## src/rtl/wide_add_seq_if.sv

```systemverilog
// Request/result bus of the sequential wide adder: valid/ready request side
// carrying the operands, valid/ready result side carrying sum and carry-out.
interface wide_add_seq_if #(
  parameter int WORDS = 4
);
  localparam int W = 16 * WORDS;

  logic         in_valid;
  logic         in_ready;
  logic [W-1:0] a;
  logic [W-1:0] b;
  logic         c_in;
  logic         out_valid;
  logic         out_ready;
  logic [W-1:0] sum;
  logic         c_out;
  logic         busy;

  // Requester / result consumer side.
  modport master (
    output in_valid, a, b, c_in, out_ready,
    input  in_ready, out_valid, sum, c_out, busy
  );

  // Adder side.
  modport slave (
    input  in_valid, a, b, c_in, out_ready,
    output in_ready, out_valid, sum, c_out, busy
  );
endinterface

```

## src/rtl/wide_add_seq.sv

```systemverilog
// Wide adder that reuses one 16-bit add-with-carry slice, one slice per clock,
// LSB slice first, with the carry chained through a flop between slices.
//
// state | meaning
// IDLE  | waiting for a request; in_ready high; last result held on sum/c_out
// RUN   | adding slice idx of the latched operands, one slice per edge
// DONE  | result valid; held until the consumer takes it
module wide_add_seq #(
  parameter int WORDS = 4
) (
  input  logic          clk,
  input  logic          reset,
  wide_add_seq_if.slave bus
);
  // idx needs at least one bit even when there is only a single slice.
  localparam int            IW   = (WORDS > 1) ? $clog2(WORDS) : 1;
  localparam logic [IW-1:0] LAST = IW'(WORDS - 1);

  typedef enum logic [1:0] {IDLE, RUN, DONE} state_t;

  state_t                 state_q, state_d;
  logic [IW-1:0]          idx_q, idx_d;
  logic                   carry_q, carry_d;
  logic                   c_out_q, c_out_d;
  logic [WORDS-1:0][15:0] a_q, a_d;
  logic [WORDS-1:0][15:0] b_q, b_d;
  logic [WORDS-1:0][15:0] sum_q, sum_d;
  logic [16:0]            slice_res;

  // The single 16-bit slice adder: current slice of A and B plus chained carry.
  always_comb begin
    slice_res = {1'b0, a_q[idx_q]} + {1'b0, b_q[idx_q]} + {16'b0, carry_q};
  end

  // Next-state and datapath update for the sequencer.
  always_comb begin
    state_d = state_q;
    idx_d   = idx_q;
    carry_d = carry_q;
    c_out_d = c_out_q;
    a_d     = a_q;
    b_d     = b_q;
    sum_d   = sum_q;
    case (state_q)
      IDLE: begin
        if (bus.in_valid) begin
          a_d     = bus.a;
          b_d     = bus.b;
          carry_d = bus.c_in;
          idx_d   = '0;
          state_d = RUN;
        end
      end
      RUN: begin
        sum_d[idx_q] = slice_res[15:0];
        carry_d      = slice_res[16];
        if (idx_q == LAST) begin
          c_out_d = slice_res[16];
          idx_d   = '0;
          state_d = DONE;
        end else begin
          idx_d = idx_q + 1'b1;
        end
      end
      DONE: begin
        if (bus.out_ready) state_d = IDLE;
      end
      default: state_d = IDLE;
    endcase
  end

  // State and datapath registers; reset also drops any partial result.
  always_ff @(posedge clk) begin
    if (reset) begin
      state_q <= IDLE;
      idx_q   <= '0;
      carry_q <= 1'b0;
      c_out_q <= 1'b0;
      a_q     <= '0;
      b_q     <= '0;
      sum_q   <= '0;
    end else begin
      state_q <= state_d;
      idx_q   <= idx_d;
      carry_q <= carry_d;
      c_out_q <= c_out_d;
      a_q     <= a_d;
      b_q     <= b_d;
      sum_q   <= sum_d;
    end
  end

  // Handshake outputs are decoded from state only, never from the inputs.
  assign bus.in_ready  = (state_q == IDLE);
  assign bus.out_valid = (state_q == DONE);
  assign bus.busy      = (state_q != IDLE);
  assign bus.sum       = sum_q;
  assign bus.c_out     = c_out_q;
endmodule
```

## src/flat_wrapper.sv

```systemverilog
// flat-port wrapper written by rule: the top's interface ports become plain ports
module wide_add_seq_flat 
#(
  parameter int WORDS = 4
)
  (clk, reset, bus_in_valid, bus_a, bus_b, bus_c_in, bus_out_ready, bus_in_ready, bus_out_valid, bus_sum, bus_c_out, bus_busy);
  wide_add_seq_if #(.WORDS(WORDS)) bus_i ();
  input  logic clk;
  input  logic reset;
  input wire logic [$bits(bus_i.in_valid)-1:0] bus_in_valid;
  input wire logic [$bits(bus_i.a)-1:0] bus_a;
  input wire logic [$bits(bus_i.b)-1:0] bus_b;
  input wire logic [$bits(bus_i.c_in)-1:0] bus_c_in;
  input wire logic [$bits(bus_i.out_ready)-1:0] bus_out_ready;
  output wire logic [$bits(bus_i.in_ready)-1:0] bus_in_ready;
  output wire logic [$bits(bus_i.out_valid)-1:0] bus_out_valid;
  output wire logic [$bits(bus_i.sum)-1:0] bus_sum;
  output wire logic [$bits(bus_i.c_out)-1:0] bus_c_out;
  output wire logic [$bits(bus_i.busy)-1:0] bus_busy;
  assign bus_i.in_valid = bus_in_valid;
  assign bus_i.a = bus_a;
  assign bus_i.b = bus_b;
  assign bus_i.c_in = bus_c_in;
  assign bus_i.out_ready = bus_out_ready;
  assign bus_in_ready = bus_i.in_ready;
  assign bus_out_valid = bus_i.out_valid;
  assign bus_sum = bus_i.sum;
  assign bus_c_out = bus_i.c_out;
  assign bus_busy = bus_i.busy;
  wide_add_seq #(.WORDS(WORDS)) u_core (.clk(clk), .reset(reset), .bus(bus_i));
endmodule
```

## config.mk

```make
export PLATFORM = sky130hd
export DESIGN_NAME = wide_add_seq_flat
export DESIGN_NICKNAME = d
export VERILOG_FILES = /design/src/rtl/wide_add_seq_if.sv /design/src/rtl/wide_add_seq.sv /design/src/flat_wrapper.sv
export SDC_FILE = /design/constraint.sdc
export NUM_CORES = 1
export LEC_CHECK = 0
export CORE_MARGIN = 5
export CORE_UTILIZATION = 51
export CTS_CLUSTER_DIAMETER = 150
export DETAILED_ROUTE_END_ITERATION = 8
export PLACE_DENSITY = 0.92
export SLEW_MARGIN = 40
export SYNTH_ARGS = -nofsm -noshare
export SYNTH_HDL_FRONTEND = slang
export SYNTH_SLANG_ARGS = --single-unit
```

## constraint.sdc

```tcl
create_clock -name clk -period 4.2 [get_ports clk]
set_input_delay 0.84 -clock clk [delete_from_list [all_inputs] [get_ports clk]]
set_output_delay 0.84 -clock clk [all_outputs]
set_load 0.02 [all_outputs]
```

### Word level (Yosys, flattened, before mapping)

Index checks and enable logic that the tools add are counted.

* input bits: 133
* register bits: 198
* output and inout bits: 68

* add/subtract/negate cells: 3
* eq/ne operators: 6
* magnitude comparators: 2
* muxes and demuxes: 16
* reduce and logical (&&, ||, !) cells: 8

Operators with widths (number)
* 16-bit binary-select mux with 2-bit select: 2
* 64-bit bitwise mux: 1
* 16-bit two-way mux: 3
* 16-bit demux with 2-bit select: 1
* 16-bit by 16-bit adder with 17-bit output: 1
* 17-bit by 1-bit adder with 17-bit output: 1
* 2-bit two-way mux: 5
* 2-bit one-hot mux with 3 select lines: 1
* 2-bit AND reduction: 3
* 2-bit == test, second input constant: 2
* 2-bit != test, second input constant: 2
* 2-bit one-hot mux with 2 select lines: 1
* 2-bit nonzero test: 2
* 2-bit by 3-bit < comparator with 1-bit output, second input constant: 1
* 3-bit AND reduction: 1
* 2-bit by 1-bit adder with 2-bit output, second input constant: 1
* 2-bit by 1-bit == test with 1-bit output, second input constant: 1
* 2-bit by 1-bit greater-or-equal comparator with 1-bit output, second input constant: 1
* 2-bit zero test: 1
* 2-bit by 1-bit != test with 1-bit output, second input constant: 1
* 1-bit one-hot mux with 2 select lines: 1
* 1-bit logical AND: 1
* 1-bit two-way mux: 1

### Logic depth before layout (Yosys ltp)

* depth after elaboration: 5
* gate-level depth with buffers: 11
* mapped depth without buffers: 8

### Worst setup path after synthesis

No wires, ideal clock.

* kind: reg-to-reg
* from: register u_core.idx_q[0]
* to: register u_core.carry_q
* stages on the path, launching flop included: 10
* buffers on the path: 2
* data arrival time: 3352 ps
* clock period less this slack: 3468 ps
* slack: 732 ps
* path through: dfxtp_1 -> buf_2 -> buf_2 -> mux4_2 -> fa_1 -> fa_1 -> a211oi_1 -> o21ai_2 -> a2111o_1 -> a41o_1

* cells in the longest elaborated chain, start to end: 5

Ends and longest elaborated chain
* start, declared: RTL line wide_add_seq.sv:22 `logic [IW-1:0] idx_q, idx_d;`
* start signal, assigned: RTL line wide_add_seq.sv:84 `idx_q <= idx_d;`
* 16-bit binary-select mux with 2-bit select: RTL line wide_add_seq.sv:32 `slice_res = {1'b0, a_q[idx_q]} + {1'b0, b_q[idx_q]} + {16'b0, carry_q};`
* 16-bit two-way mux (not written as such): RTL line wide_add_seq.sv:32
* 16-bit by 16-bit adder with 17-bit output (*): RTL line wide_add_seq.sv:32
* 17-bit by 1-bit adder with 17-bit output (*): RTL line wide_add_seq.sv:32
* 1-bit one-hot mux with 2 select lines (*): RTL line wide_add_seq.sv:44 `case (state_q)`
* end signal, assigned: RTL line wide_add_seq.sv:85 `carry_q <= carry_d;`
* end, declared: RTL line wide_add_seq.sv:23 `logic carry_q, carry_d;`

Every way passes the cells marked *; elsewhere a longest branch is shown, timed or not. The select of a mux whose other input is x is not followed.
A chain may end at the register's enable or synchronous reset.

### Worst setup path in the final report

* from: register u_core.idx_q[0]
* to: register u_core.sum_q (netlist bit u_core.bus.sum[13])

* cells in the longest elaborated chain, start to end: 5

Ends and longest elaborated chain
* 16-bit binary-select mux with 2-bit select (tied with other cells): RTL line wide_add_seq.sv:32
* 16-bit two-way mux (not written as such) / 1-bit logical AND (equally long branches): RTL line wide_add_seq.sv:32, wide_add_seq.sv:55
* 16-bit by 16-bit adder with 17-bit output / 16-bit two-way mux (equally long branches): RTL line wide_add_seq.sv:32, wide_add_seq.sv:55
* 17-bit by 1-bit adder with 17-bit output / 16-bit demux with 2-bit select (equally long branches)
* 64-bit bitwise mux (*): RTL line wide_add_seq.sv:55 `sum_d[idx_q] = slice_res[15:0];`
* end signal, assigned: RTL line wide_add_seq.sv:89 `sum_q <= sum_d;`
* end, declared: RTL line wide_add_seq.sv:27 `logic [WORDS-1:0][15:0] sum_q, sum_d;`

Marked as above.

==> summary.md <==
The flow ran to the end, and the final reports show no timing, DRC or antenna violations. The global-route wire length before repair is 43.6 mm, and the sequential area share after synthesis is 44.5%. At the pin with the least slew margin, the transition time is 782 ps. Sorting the synthesized cells by area gives the leading types as sky130_fd_sc_hd__dfxtp_1 45%, sky130_fd_sc_hd__nand2_1 13%, sky130_fd_sc_hd__a21oi_1 9.7%. Setup violations remaining at the end of the flow were counted as 0. Setup repair after global routing left no endpoint under its margin. The final layout contains routed wiring with a total length of 27.5 mm. In this run, synthesis inferred 0 flip-flops with an integrated enable. The setup check on the worst reg-to-reg path leaves a slack of 580 ps. The maximum fanout along the worst path is 25, and the synthesized flop and latch total is 198. The post-route netlist has 8.09% of its cells at a drive strength greater than 1.

The area of the die came out at 0.0202 mm2. The tools report the total nets after synthesis as 1211. The hold buffer count at cts was 0; the ratio of routed vias to standard cells was 5.94. Power spread over the standard cell area amounts to 386 mW/mm2. The startpoint type of the worst setup path was a flip-flop.

Global routing used 26.9% of the available tracks. Prior to clock tree synthesis, the placed netlist has a worst setup slack of 620 ps. At the later pin of the worst-skew pair, clock insertion delay measures 440 ps.

The area growth from synthesis to layout was 29.8%; the initial antenna violation count was 2. The signal on the critical path passes through buf_12 -> mux4_2 -> ha_1 -> o21ai_0 -> o2111ai_1 -> o2111ai_1 -> a211oi_2 -> o21ai_1. Total leakage power: 4.24 nW.

After legalization and detailed placement, the total HPWL measured 19.5 mm. The clock tree synthesis step divided the H-tree into 4 levels. The most numerous cell type found on the critical path is sky130_fd_sc_hd__o2111ai_1.

Headroom to the max-slew limit came out at 47.7%. The net count of the finished layout is 1353, and the core box area is 0.0172 mm2. The count of vias placed by the detailed router was 8542. sky130_fd_sc_hd__dfxtp_1 takes more of the synthesized area than any other cell. The height of the chip is 142 um, and the number of buffers on the longest clock path is 2. TritonCTS built the clock tree.

In this run the core area contains 48 standard-cell rows. For this design, the slowest cell found on the critical path is sky130_fd_sc_hd__ha_1. The smallest clock period supported by the final layout is computed as 3620 ps. Once the floorplan was initialized, standard cells occupied 51.6% of the core. The worst path uses 86.2% of the clock period. The number of violations reported at the end of detailed-routing iteration 0 came out at 963.

The tools report the worst setup skew after layout as 6.79 ps. After clock tree synthesis, the repair step resized 0 gates. Across the run, the number of max-cap violations was 0. For the total clock buffers created by CTS, the log shows 17. For the worst endpoint data arrival time, the log shows 3930 ps.

Data on the critical path is required at its endpoint by 4510 ps. The async set-or-reset flop fraction in the synthesized netlist was 0%; the post-CTS repair timing setup buffer count was 0. In the synthesized netlist, the number of instances is 1057. The number of remaining DRC errors was 0. The count of final hold-check violations was 0; the worst-case setup margin in the final layout was 581 ps.

Clock tree root buffer cell: sky130_fd_sc_hd__clkbuf_16. The worst vdd rail ir drop was 0.300 mV; the clock-pin slew on the worst setup and hold paths was 70 ps. On the worst path, the slowest cell contributes a delay of 730 ps. The run gives 6 as the first-pass detailed-route iteration total. Global routing finished with a remaining overflow of 0. The logs give 0 for the number of pins exceeding their max-slew limit in the final report and 8302 for the number of global-route vias before repair. The average instance in the mapped netlist occupies 8.42 um2.

Entering global routing, the biggest net connects 91 pins. The worst min-delay path class is flip-flop to flip-flop. The tree built by TritonCTS fans out to 198 sinks. Once detail routing completed, the nets flagged for antenna violations numbered 0. Counting distinct cell types in the post-synthesis netlist gives 59. STA classifies the critical path endpoint as a flip-flop.

Static timing analysis puts the maximum clock frequency at 276 MHz. The Yosys step of the flow raised 0 warnings. The run gives 0.00890 mm2 as the netlist area before placement. The share of Yosys cell area claimed by the top area cell type works out to 44.5%.

The boundary pin count was 201; the routability-driven placement congestion ratio was 0.908. Total negative slack for setup checks: 0 ps. The kind of critical path was flip-flop to flip-flop. The dominant synthesized flop cell is sky130_fd_sc_hd__dfxtp_1. Measured along the x axis, the die boundary spans 142 um.

Port buffering added 200 buffers. Detailed-route wire length per cell: 19.1 um.
## layout make-up
class                      instances  area (um2)
antenna                            2        5.00
clock buffer                      19         453
clock inverter                    13         166
fill                            1301        5680
inverter                           8        30.0
multi-input combinational        765        4570
sequential                       198        3970
tap                              225         282
timing repair buffer             209        2080
## critical path, delay by kind of cell, from the launching register on
family | cells | cell delay [ps]
buf+inv | 1 | 280
flops | 1 | 640
fa+ha+maj | 1 | 730
mux | 1 | 570
compound gates | 5 | 1240
## through the flow
stage          utilization, %  hold slack [ps]  cells  power (mW)  cell area [um2]
2_1_floorplan               -              433   1057        2.48             8900
3_3_place_gp             63.3              439   1405        2.75            10900
3_5_place_dp             63.4              443   1405        2.77            10900
4_1_cts                  67.0              454   1437        4.46            11500
5_1_grt                  67.0              474   1439        4.62            11600
6_report                 67.0              453   1439        4.47            11600
## cells in the mapped netlist, types with 10 or more instances
library cell,n
sky130_fd_sc_hd__clkbuf_1,58
sky130_fd_sc_hd__buf_2,24
sky130_fd_sc_hd__ha_1,19
sky130_fd_sc_hd__nor2_1,20
sky130_fd_sc_hd__nand3_1,40
sky130_fd_sc_hd__mux4_2,32
sky130_fd_sc_hd__nor3_1,17
sky130_fd_sc_hd__nand2_1,309
sky130_fd_sc_hd__o2111ai_1,10
sky130_fd_sc_hd__o21ai_0,24
sky130_fd_sc_hd__dfxtp_1,198
sky130_fd_sc_hd__a21oi_1,172
## registers in the layout (all words and copies together) (netlist names)
register and flops:
u_core.carry_q 1, u_core.b_q 64, u_core.bus.c_out 1, u_core.bus.sum 64, u_core.state_q 2, u_core.a_q 64, u_core.idx_q 2
## metal layers
layer  part of all wire (%)  global-route usage (%)  wire length, um  vias to the layer above
met5                      0                       0                0                        -
met4                    3.2                    11.6              893                        0
met3                    8.8                    5.75             2430                       63
met2                     49                    44.7            13400                      437
met1                     39                    34.0            10800                     4045
li1                       -                       -                -                     3997
## cells in the final DEF (no fill, tap or decap), types with 10 or more instances in the layout
cell type                         instances
sky130_fd_sc_hd__nand2_1                307
sky130_fd_sc_hd__clkdlybuf4s50_1        199
sky130_fd_sc_hd__dfxtp_1                196
sky130_fd_sc_hd__a21oi_1                172
sky130_fd_sc_hd__nand3_1                 40
sky130_fd_sc_hd__mux4_2                  32
sky130_fd_sc_hd__o21ai_0                 24
sky130_fd_sc_hd__nor2_1                  20
sky130_fd_sc_hd__ha_1                    19
sky130_fd_sc_hd__nor3_1                  17
sky130_fd_sc_hd__clkbuf_16               17
sky130_fd_sc_hd__o2111ai_1               10
## final timing paths
path,startpoint,endpoint,cells past startpoint
max,u_core.idx_q[0]$_SDFFE_PP0P_,u_core.bus.sum[13]$_SDFFE_PP0P_,8
min,u_core.bus.sum[17]$_SDFFE_PP0P_,u_core.bus.sum[17]$_SDFFE_PP0P_,2
max reg2reg,u_core.idx_q[0]$_SDFFE_PP0P_,u_core.bus.sum[13]$_SDFFE_PP0P_,8
min reg2reg,u_core.bus.sum[17]$_SDFFE_PP0P_,u_core.bus.sum[17]$_SDFFE_PP0P_,2
## where the power goes
| group | leakage, nW | switching (mW) | total [mW] | internal (mW) |
|---|---|---|---|---|
| registers | 1.62 | 0.0609 | 2.03 | 1.97 |
| clock network | 0.302 | 0.740 | 1.72 | 0.978 |
| logic | 2.32 | 0.406 | 0.716 | 0.310 |
| total | 4.24 | 1.21 | 4.47 | 3.26 |
## logic make-up (layout without fill, tap and decap cells)
| logic type | Yosys count | in the layout | share of synthesized area [%] |
|---|---|---|---|
| other cells | 0 | 2 | 0 |
| compound gates | 280 | 280 | 19.2 |
| xor+xnor | 6 | 6 | 0.590 |
| simple gates | 426 | 426 | 20.1 |
| buf+inv | 94 | 249 | 4.34 |
| mux | 32 | 32 | 8.10 |
| flops | 198 | 198 | 44.5 |
| fa+ha+maj | 21 | 21 | 3.12 |
Power figures use the tool's default switching activity.
